File: src/rtl/centroid_tracker_if.sv
// centroid_tracker_if
//   Bundles the per-frame measurement input and the track output of a
//   centroid_tracker. The measurement source (centroid_detector side) is the
//   master; the tracker is the slave.
//   meas_strobe  1-cycle pulse, meas_* hold a new frame result
//   meas_x/y     10-bit centroid position
//   meas_valid   measurement holds a real blob
//   track_x/y    smoothed position (0 outside TRACK/COAST)
//   track_valid  high in TRACK or COAST
//   track_state  0 IDLE, 1 ACQUIRE, 2 TRACK, 3 COAST
//   track_lost   1-cycle pulse on COAST->IDLE
//   vel_x/y      signed per-frame delta of track_x/y
interface centroid_tracker_if;
  logic        meas_strobe;
  logic [9:0]  meas_x;
  logic [9:0]  meas_y;
  logic        meas_valid;
  logic [9:0]  track_x;
  logic [9:0]  track_y;
  logic        track_valid;
  logic [1:0]  track_state;
  logic        track_lost;
  logic [10:0] vel_x;
  logic [10:0] vel_y;

  modport master (
    output meas_strobe, meas_x, meas_y, meas_valid,
    input  track_x, track_y, track_valid, track_state, track_lost, vel_x, vel_y
  );

  modport slave (
    input  meas_strobe, meas_x, meas_y, meas_valid,
    output track_x, track_y, track_valid, track_state, track_lost, vel_x, vel_y
  );
endinterface

File: src/rtl/centroid_tracker.sv
// centroid_tracker
//   Consumes one centroid measurement per frame and produces a smoothed,
//   outlier-filtered, persistence-checked object position. Holds the last
//   position through brief dropouts (COAST), then declares the track lost.
//
//   state   | meaning
//   --------+-----------------------------------------------------------
//   IDLE    | no object; waiting for a valid measurement
//   ACQUIRE | counting consecutive valid measurements
//   TRACK   | locked; EMA-smoothing each in-gate measurement
//   COAST   | locked but missing; position held, counting misses
//
// Ports
//   clk, rst_n   system clock, synchronous active-low reset
//   enable       low: strobes ignored, all state held
//   bus          centroid_tracker_if.slave (measurement in, track out)
//
// Optional feature
//   CENTROID_TRACKER_VELOCITY_EN  defined: vel_x/vel_y report the per-update
//   change of track_x/track_y. Undefined: vel_x/vel_y are tied to 0.
module centroid_tracker #(
  parameter int FRAME_WIDTH  = 640,
  parameter int FRAME_HEIGHT = 480,
  parameter int ALPHA_SHIFT  = 2,
  parameter int ACQ_FRAMES   = 3,
  parameter int COAST_FRAMES = 8,
  parameter int MAX_JUMP     = 96
) (
  input  logic               clk,
  input  logic               rst_n,
  input  logic               enable,
  centroid_tracker_if.slave  bus
);

  localparam logic [9:0]  X_MAX = 10'(FRAME_WIDTH - 1);
  localparam logic [9:0]  Y_MAX = 10'(FRAME_HEIGHT - 1);
  localparam logic [10:0] JUMP  = 11'(MAX_JUMP);
  localparam logic [4:0]  ACQ_N = 5'(ACQ_FRAMES);
  localparam logic [8:0]  COAST_N = 9'(COAST_FRAMES);

  typedef enum logic [1:0] {
    S_IDLE    = 2'd0,
    S_ACQUIRE = 2'd1,
    S_TRACK   = 2'd2,
    S_COAST   = 2'd3
  } state_t;

  state_t      state, state_nxt;
  logic [13:0] acc_x, acc_y, acc_x_nxt, acc_y_nxt;
  logic [3:0]  acq_cnt, acq_cnt_nxt;
  logic [7:0]  miss_cnt, miss_cnt_nxt;
  logic        lost_q, lost_nxt;
  logic        ema_upd;

  // Q10.4 accumulator -> rounded integer position, saturated to the frame edge.
  function automatic logic [9:0] round_sat(input logic [13:0] acc, input logic [9:0] max);
    logic [10:0] r;
    r = 11'(({1'b0, acc} + 15'd8) >> 4);
    if (r > {1'b0, max}) return max;
    return r[9:0];
  endfunction

  logic              strobe_evt;
  logic [9:0]        meas_cx, meas_cy;
  logic [9:0]        pos_x, pos_y;
  logic signed [10:0] dx, dy;
  logic [10:0]       adx, ady;
  logic              in_gate, hit, locked;
  logic signed [14:0] diff_x, diff_y, step_x, step_y;
  logic [13:0]       ema_x, ema_y, snap_x, snap_y;

  assign strobe_evt = bus.meas_strobe && enable;
  assign meas_cx    = (bus.meas_x > X_MAX) ? X_MAX : bus.meas_x;
  assign meas_cy    = (bus.meas_y > Y_MAX) ? Y_MAX : bus.meas_y;

  assign locked = (state == S_TRACK) || (state == S_COAST);
  assign pos_x  = locked ? round_sat(acc_x, X_MAX) : 10'd0;
  assign pos_y  = locked ? round_sat(acc_y, Y_MAX) : 10'd0;

  assign dx  = $signed({1'b0, meas_cx}) - $signed({1'b0, pos_x});
  assign dy  = $signed({1'b0, meas_cy}) - $signed({1'b0, pos_y});
  assign adx = dx[10] ? 11'(-dx) : 11'(dx);
  assign ady = dy[10] ? 11'(-dy) : 11'(dy);

  assign in_gate = (adx <= JUMP) && (ady <= JUMP);
  assign hit     = bus.meas_valid && (!locked || in_gate);

  // EMA step toward the new measurement; the step always moves acc toward
  // meas<<4, so the sum stays inside the 14-bit unsigned range.
  assign diff_x = $signed({1'b0, meas_cx, 4'b0000}) - $signed({1'b0, acc_x});
  assign diff_y = $signed({1'b0, meas_cy, 4'b0000}) - $signed({1'b0, acc_y});
  assign step_x = diff_x >>> ALPHA_SHIFT;
  assign step_y = diff_y >>> ALPHA_SHIFT;
  assign ema_x  = 14'($signed({1'b0, acc_x}) + step_x);
  assign ema_y  = 14'($signed({1'b0, acc_y}) + step_y);
  assign snap_x = {meas_cx, 4'b0000};
  assign snap_y = {meas_cy, 4'b0000};

  always_ff @(posedge clk) begin
    if (!rst_n) begin
      state    <= S_IDLE;
      acc_x    <= '0;
      acc_y    <= '0;
      acq_cnt  <= '0;
      miss_cnt <= '0;
      lost_q   <= 1'b0;
    end else begin
      state    <= state_nxt;
      acc_x    <= acc_x_nxt;
      acc_y    <= acc_y_nxt;
      acq_cnt  <= acq_cnt_nxt;
      miss_cnt <= miss_cnt_nxt;
      lost_q   <= lost_nxt;
    end
  end

  always_comb begin
    state_nxt    = state;
    acc_x_nxt    = acc_x;
    acc_y_nxt    = acc_y;
    acq_cnt_nxt  = acq_cnt;
    miss_cnt_nxt = miss_cnt;
    lost_nxt     = 1'b0;
    ema_upd      = 1'b0;

    if (strobe_evt) begin
      unique case (state)
        S_IDLE: begin
          if (hit) begin
            if (ACQ_N <= 5'd1) begin
              state_nxt   = S_TRACK;
              acc_x_nxt   = snap_x;
              acc_y_nxt   = snap_y;
              acq_cnt_nxt = '0;
            end else begin
              state_nxt   = S_ACQUIRE;
              acq_cnt_nxt = 4'd1;
            end
          end
        end
        S_ACQUIRE: begin
          if (hit) begin
            if (({1'b0, acq_cnt} + 5'd1) >= ACQ_N) begin
              state_nxt   = S_TRACK;
              acc_x_nxt   = snap_x;
              acc_y_nxt   = snap_y;
              acq_cnt_nxt = '0;
            end else if (acq_cnt != 4'hf) begin
              acq_cnt_nxt = acq_cnt + 4'd1;
            end
          end else begin
            state_nxt   = S_IDLE;
            acq_cnt_nxt = '0;
          end
        end
        S_TRACK: begin
          if (hit) begin
            acc_x_nxt = ema_x;
            acc_y_nxt = ema_y;
            ema_upd   = 1'b1;
          end else begin
            state_nxt    = S_COAST;
            miss_cnt_nxt = 8'd1;
          end
        end
        S_COAST: begin
          if (hit) begin
            state_nxt    = S_TRACK;
            acc_x_nxt    = ema_x;
            acc_y_nxt    = ema_y;
            miss_cnt_nxt = '0;
            ema_upd      = 1'b1;
          end else if (({1'b0, miss_cnt} + 9'd1) >= COAST_N) begin
            state_nxt    = S_IDLE;
            acc_x_nxt    = '0;
            acc_y_nxt    = '0;
            miss_cnt_nxt = '0;
            lost_nxt     = 1'b1;
          end else if (miss_cnt != 8'hff) begin
            miss_cnt_nxt = miss_cnt + 8'd1;
          end
        end
        default: state_nxt = S_IDLE;
      endcase
    end
  end

  assign bus.track_x     = pos_x;
  assign bus.track_y     = pos_y;
  assign bus.track_valid = locked;
  assign bus.track_state = state;
  assign bus.track_lost  = lost_q;

`ifdef CENTROID_TRACKER_VELOCITY_EN
  logic [10:0] vel_x_q, vel_y_q;

  // Only an EMA update produces motion; snap entry and every other event
  // report zero velocity.
  always_ff @(posedge clk) begin
    if (!rst_n) begin
      vel_x_q <= '0;
      vel_y_q <= '0;
    end else if (strobe_evt) begin
      if (ema_upd) begin
        vel_x_q <= {1'b0, round_sat(acc_x_nxt, X_MAX)} - {1'b0, pos_x};
        vel_y_q <= {1'b0, round_sat(acc_y_nxt, Y_MAX)} - {1'b0, pos_y};
      end else begin
        vel_x_q <= '0;
        vel_y_q <= '0;
      end
    end
  end

  assign bus.vel_x = vel_x_q;
  assign bus.vel_y = vel_y_q;
`else
  assign bus.vel_x = '0;
  assign bus.vel_y = '0;
`endif

endmodule
File: src/flat_wrapper.sv
// flat-port wrapper written by rule: the top's interface ports become plain ports
module centroid_tracker_flat 
#(
  parameter int FRAME_WIDTH  = 640,
  parameter int FRAME_HEIGHT = 480,
  parameter int ALPHA_SHIFT  = 2,
  parameter int ACQ_FRAMES   = 3,
  parameter int COAST_FRAMES = 8,
  parameter int MAX_JUMP     = 96
)
  (clk, rst_n, enable, bus_meas_strobe, bus_meas_x, bus_meas_y, bus_meas_valid, bus_track_x, bus_track_y, bus_track_valid, bus_track_state, bus_track_lost, bus_vel_x, bus_vel_y);
  centroid_tracker_if bus_i ();
  input  logic clk;
  input  logic rst_n;
  input  logic enable;
  input wire logic [$bits(bus_i.meas_strobe)-1:0] bus_meas_strobe;
  input wire logic [$bits(bus_i.meas_x)-1:0] bus_meas_x;
  input wire logic [$bits(bus_i.meas_y)-1:0] bus_meas_y;
  input wire logic [$bits(bus_i.meas_valid)-1:0] bus_meas_valid;
  output wire logic [$bits(bus_i.track_x)-1:0] bus_track_x;
  output wire logic [$bits(bus_i.track_y)-1:0] bus_track_y;
  output wire logic [$bits(bus_i.track_valid)-1:0] bus_track_valid;
  output wire logic [$bits(bus_i.track_state)-1:0] bus_track_state;
  output wire logic [$bits(bus_i.track_lost)-1:0] bus_track_lost;
  output wire logic [$bits(bus_i.vel_x)-1:0] bus_vel_x;
  output wire logic [$bits(bus_i.vel_y)-1:0] bus_vel_y;
  assign bus_i.meas_strobe = bus_meas_strobe;
  assign bus_i.meas_x = bus_meas_x;
  assign bus_i.meas_y = bus_meas_y;
  assign bus_i.meas_valid = bus_meas_valid;
  assign bus_track_x = bus_i.track_x;
  assign bus_track_y = bus_i.track_y;
  assign bus_track_valid = bus_i.track_valid;
  assign bus_track_state = bus_i.track_state;
  assign bus_track_lost = bus_i.track_lost;
  assign bus_vel_x = bus_i.vel_x;
  assign bus_vel_y = bus_i.vel_y;
  centroid_tracker #(.FRAME_WIDTH(FRAME_WIDTH), .FRAME_HEIGHT(FRAME_HEIGHT), .ALPHA_SHIFT(ALPHA_SHIFT), .ACQ_FRAMES(ACQ_FRAMES), .COAST_FRAMES(COAST_FRAMES), .MAX_JUMP(MAX_JUMP)) u_core (.clk(clk), .rst_n(rst_n), .enable(enable), .bus(bus_i));
endmodule
File: config.mk
export PLATFORM = sky130hd
export DESIGN_NAME = centroid_tracker_flat
export DESIGN_NICKNAME = d
export VERILOG_FILES = /design/src/rtl/centroid_tracker_if.sv /design/src/rtl/centroid_tracker.sv /design/src/flat_wrapper.sv
export SDC_FILE = /design/constraint.sdc
export NUM_CORES = 1
export LEC_CHECK = 0
export ABC_CLOCK_PERIOD_IN_PS = 9500
export CORE_MARGIN = 1
export CORE_UTILIZATION = 40
export DETAILED_ROUTE_END_ITERATION = 10
export SLEW_MARGIN = 10
export SYNTH_ARGS = -nofsm -noshare
export SYNTH_HDL_FRONTEND = slang
export SYNTH_SLANG_ARGS = --single-unit
File: constraint.sdc
create_clock -name clk -period 9.5 [get_ports clk]
set_input_delay 2.85 -clock clk [delete_from_list [all_inputs] [get_ports clk]]
set_output_delay 2.85 -clock clk [all_outputs]
set_load 0.02 [all_outputs]
==> impl_metrics.yaml <==
outcome:
  status: "completed"
cells_and_area:
  instances_no_fill: 1084
  drive_gt1_share_pct: 3.348
  syn_to_final_growth_pct: 10.70
  nNetsFinal: 996
  num_antenna_cells: 0
min_path:
  hold_depth: 1
  hp-start: "u_core.miss_cnt[6]"
  min_to: "u_core.miss_cnt[6]"
  hold_path.class: "flip-flop to flip-flop"
setup_path:
  worstPathMaxFanout: 56
  r2r_slack_ns: 2.88
  slowest_delay_ns: 0.90
  slowest_stage: "a31o_2"
  crit_chain: "clkdlybuf4s50_1, o21ai_0, nand2b_1, ha_1, nor2b_1, o21ai_0, o22ai_1, o21ba_2, o211ai_1, mux2i_1, a32oi_1, a211oi_1, a31o_2, a21boi_0, o31ai_1"
  cp-start-kind: "input pin"
  path_class: "input pin to flip-flop"
  worst_r2r_path_depth: 19
  crit_required_ns: 9.65
  reg2reg_from: "u_core.acc_x[5]"
  critPathArrivalTime_ns: 7.95
  worstReg2RegEnd: "u_core.acc_y[13]"
  crit_top_cell: "o21ai_0"
  worstSetupEndpointType: "flip-flop"
timing:
  post-route-period-util_pct: 82.07
  slew_viol_final: 0
  slew_headroom_pct: 34.15
  setup_tns_ns: 0
  fin_skew_ns: 0.005738
  period_minus_slack_ns: 7.797
  clock.fmax_ghz: 0.1283
  hold_violations: 0
  hold_slack_ns: 0.4682
  tightest_slew_ns: 0.9847
  setup_violations: 0
  rsz0062_at_grt: "no"
  worst_slack_ns: 1.703
yosys:
  synth_seq_area_share_pct: 13.92
  synth-edff-count: 0
  synth_simple_gate_area_share_pct: 25.59
  ys.warnings.count: 0
  avgSynthCellArea_um2: 7.160
  ys.flop_type: "dfxtp_1"
  synth_top_area_share_pct: 14.56
  synthMuxAreaShare_pct: 0.3236
  ys_top_cells_by_area: "ha_1, dfxtp_1, xnor2_1"
  synth_top_family_by_area: "simple AND/OR/NAND/NOR gates"
  synth_compound_area_share_pct: 25.53
  synthCells: 864
  synth_fa_ha_area_share_pct: 15.86
  synth-seq-cells: 43
  synthArstFlopShare_pct: 0
  synth_area_um2: 6186
  yosysUniqueCellTypes: 69
  synth_xor_area_share_pct: 9.203
  yosysTopAreaCell: "ha_1"
global_route:
  grt_pass1_wl_um: 25940
  grt_pass1_vias: 5363
  grt_max_degree: 57
  antenna_found_initial: 0
  grt.overflow.total: 0
  gr-usage-all-layers_pct: 19.54
route:
  drtIter0Drc: 294
  drc: 0
  routed_wl_um: 15460
  via_count: 5919
  drt-wirelength-per-cell_um: 14.27
  first_pass_iters: 5
  antenna_left: 0
  via_per_inst: 5.460
placement:
  place_hpwl_um: 12220
  preCtsSetupSlack_ns: 1.390
  gp_congestion: 0.8504
  placed_cells: 1076
  port_buffers: 47
clock_network:
  post_cts_buffers: 0
  cts_resized: 0
  clk_pin_slew_worst_paths_ns: 0.06
  root_buffer: "clkbuf_16"
  holdBufCountCts: 0
  clock_latency_ns: 0.28
  cts_buffers: 5
  h-tree-depth: 2
  cts_max_path_buffers: 2
  cts_tree: "built"
  clkSinkCount: 43
die:
  rows: 45
  die_w_um: 126.4
  initial_utilization_pct: 40.84
  pin_count: 71
  coreArea_um2: 15150
  die_y_um: 126.4
  die_area_um2: 15970
power_and_ir_drop:
  finalPower_mw: 0.5764
  power_leakage_nw: 2.863
  peakVddDrop_mv: 0.07515
  p_per_area_nw_per_um2: 84.17
flow_run:
  cap_violations: 0
cells by family (layout without fill, tap and decap cells):
logic type,count (synthesis),count (layout)
and+or+nand+nor,313,313
muxes,2,2
adders and majority gates,76,76
other,2,26
DFF,43,43
AOI/OAI and AO/OA,244,244
buffers and inverters,119,127
xor gates and xnor gates,65,65
area by class of cell:
class / count / area, um^2
fill: 1567 / 8298
tap: 188 / 235.2
timing repair buffer: 49 / 485.5
clock buffer: 6 / 138.9
sequential: 43 / 860.8
inverter: 70 / 262.8
clock inverter: 2 / 35.03
multi-input combinational: 726 / 4830
cells in the final DEF, fill, tap and decap left out, drive strengths merged, types with 4 or more instances in the layout:
cell,instances
clkbuf,6
o21bai,4
a21oi,56
o22ai,5
o21a,15
nor2b,11
or2,10
nand2b,31
o41ai,7
ha,72
xnor2,52
nor2,73
or3,9
fa,4
nand2,68
nand4,5
a31oi,16
clkdlybuf4s50,47
o211ai,8
and3,11
o31ai,6
nor4,6
conb,26
a211oi,5
o21ai,63
and2,12
a22oi,10
o2111ai,5
xor2,13
inv,70
nand3,32
nor3,30
a21o,11
dfxtp,43
through the flow:
stage	instance area, um^2	util (%)
after detailed placement	6674	44.06
after CTS	6848	45.21
after global placement	6674	44.06
after floorplan	6276	-
after global routing	6848	45.21
final	6848	45.21
worst max-delay path, delay by kind of cell:
kind | cells | cell delay (ns)
AO/OA/AOI/OAI | 10 | 3.66
buffers and inverters | 1 | 0.44
adder cells (fa/ha/maj) | 1 | 0.38
AND/OR/NAND/NOR | 2 | 0.36
multiplexers | 1 | 0.23
power by group:
part / leakage (nW) / internal (mW) / total [mW] / switching [mW]
Sequential: 0.346 / 0.181 / 0.183 / 0.00166
Combinational: 2.43 / 0.0804 / 0.192 / 0.112
Clock: 0.0868 / 0.131 / 0.202 / 0.0709
how the worst max path moves through the flow:
stage / slack [ns] / to / startpoint / cells past startpoint
after floorplan: 3.15 / u_core.acc_y[13] / bus_meas_y[8] / 20
after global placement: 1.48 / u_core.acc_y[13] / bus_meas_x[8] / 15
after detailed placement: 1.39 / u_core.acc_y[13] / bus_meas_x[8] / 15
after CTS: 1.67 / u_core.acc_y[13] / bus_meas_x[8] / 15
after global routing: 1.13 / u_core.acc_y[4] / bus_meas_x[8] / 15
final: 1.70 / u_core.acc_y[13] / bus_meas_x[8] / 15
sequential cells by signal (all words and copies together) (netlist names), named ones only:
register,count
u_core.acc_x,14
u_core.miss_cnt,8
u_core.acc_y,14
u_core.bus.track_state,1
u_core.bus.track_lost,1
u_core.acq_cnt,4
cell usage after synthesis, types with 3 or more instances:
cell type,count
a211oi_1,5
a21boi_0,3
a21o_1,11
a21oi_1,55
a22oi_1,10
a311oi_1,3
a31o_2,3
a31oi_1,16
a32oi_1,3
and2_1,12
and3_1,11
buf_2,3
buf_4,24
buf_6,6
clkbuf_1,16
dfxtp_1,43
fa_1,4
ha_1,72
inv_1,70
nand2_1,67
nand2b_1,31
nand3_1,32
nand3b_1,3
nand4_1,5
nor2_1,73
nor2b_1,11
nor3_1,30
nor4_1,6
o2111ai_1,5
o211ai_1,8
o21a_1,15
o21ai_0,58
o21ai_1,5
o21bai_1,4
o22ai_1,5
o31ai_1,6
o41ai_1,7
or2_2,10
or3_1,9
xnor2_1,52
xor2_1,13
routing by layer:
layer  vias to the layer above  global-route usage (%)  routed length (um)
li1                       3102                       -                   -
met1                      2667                   26.38                7613
met2                       135                   33.64                7084
met3                        15                   1.982                 519
met4                         0                   4.040                 245
met5                         -                       0                   0
Power figures use the tool's default switching activity.
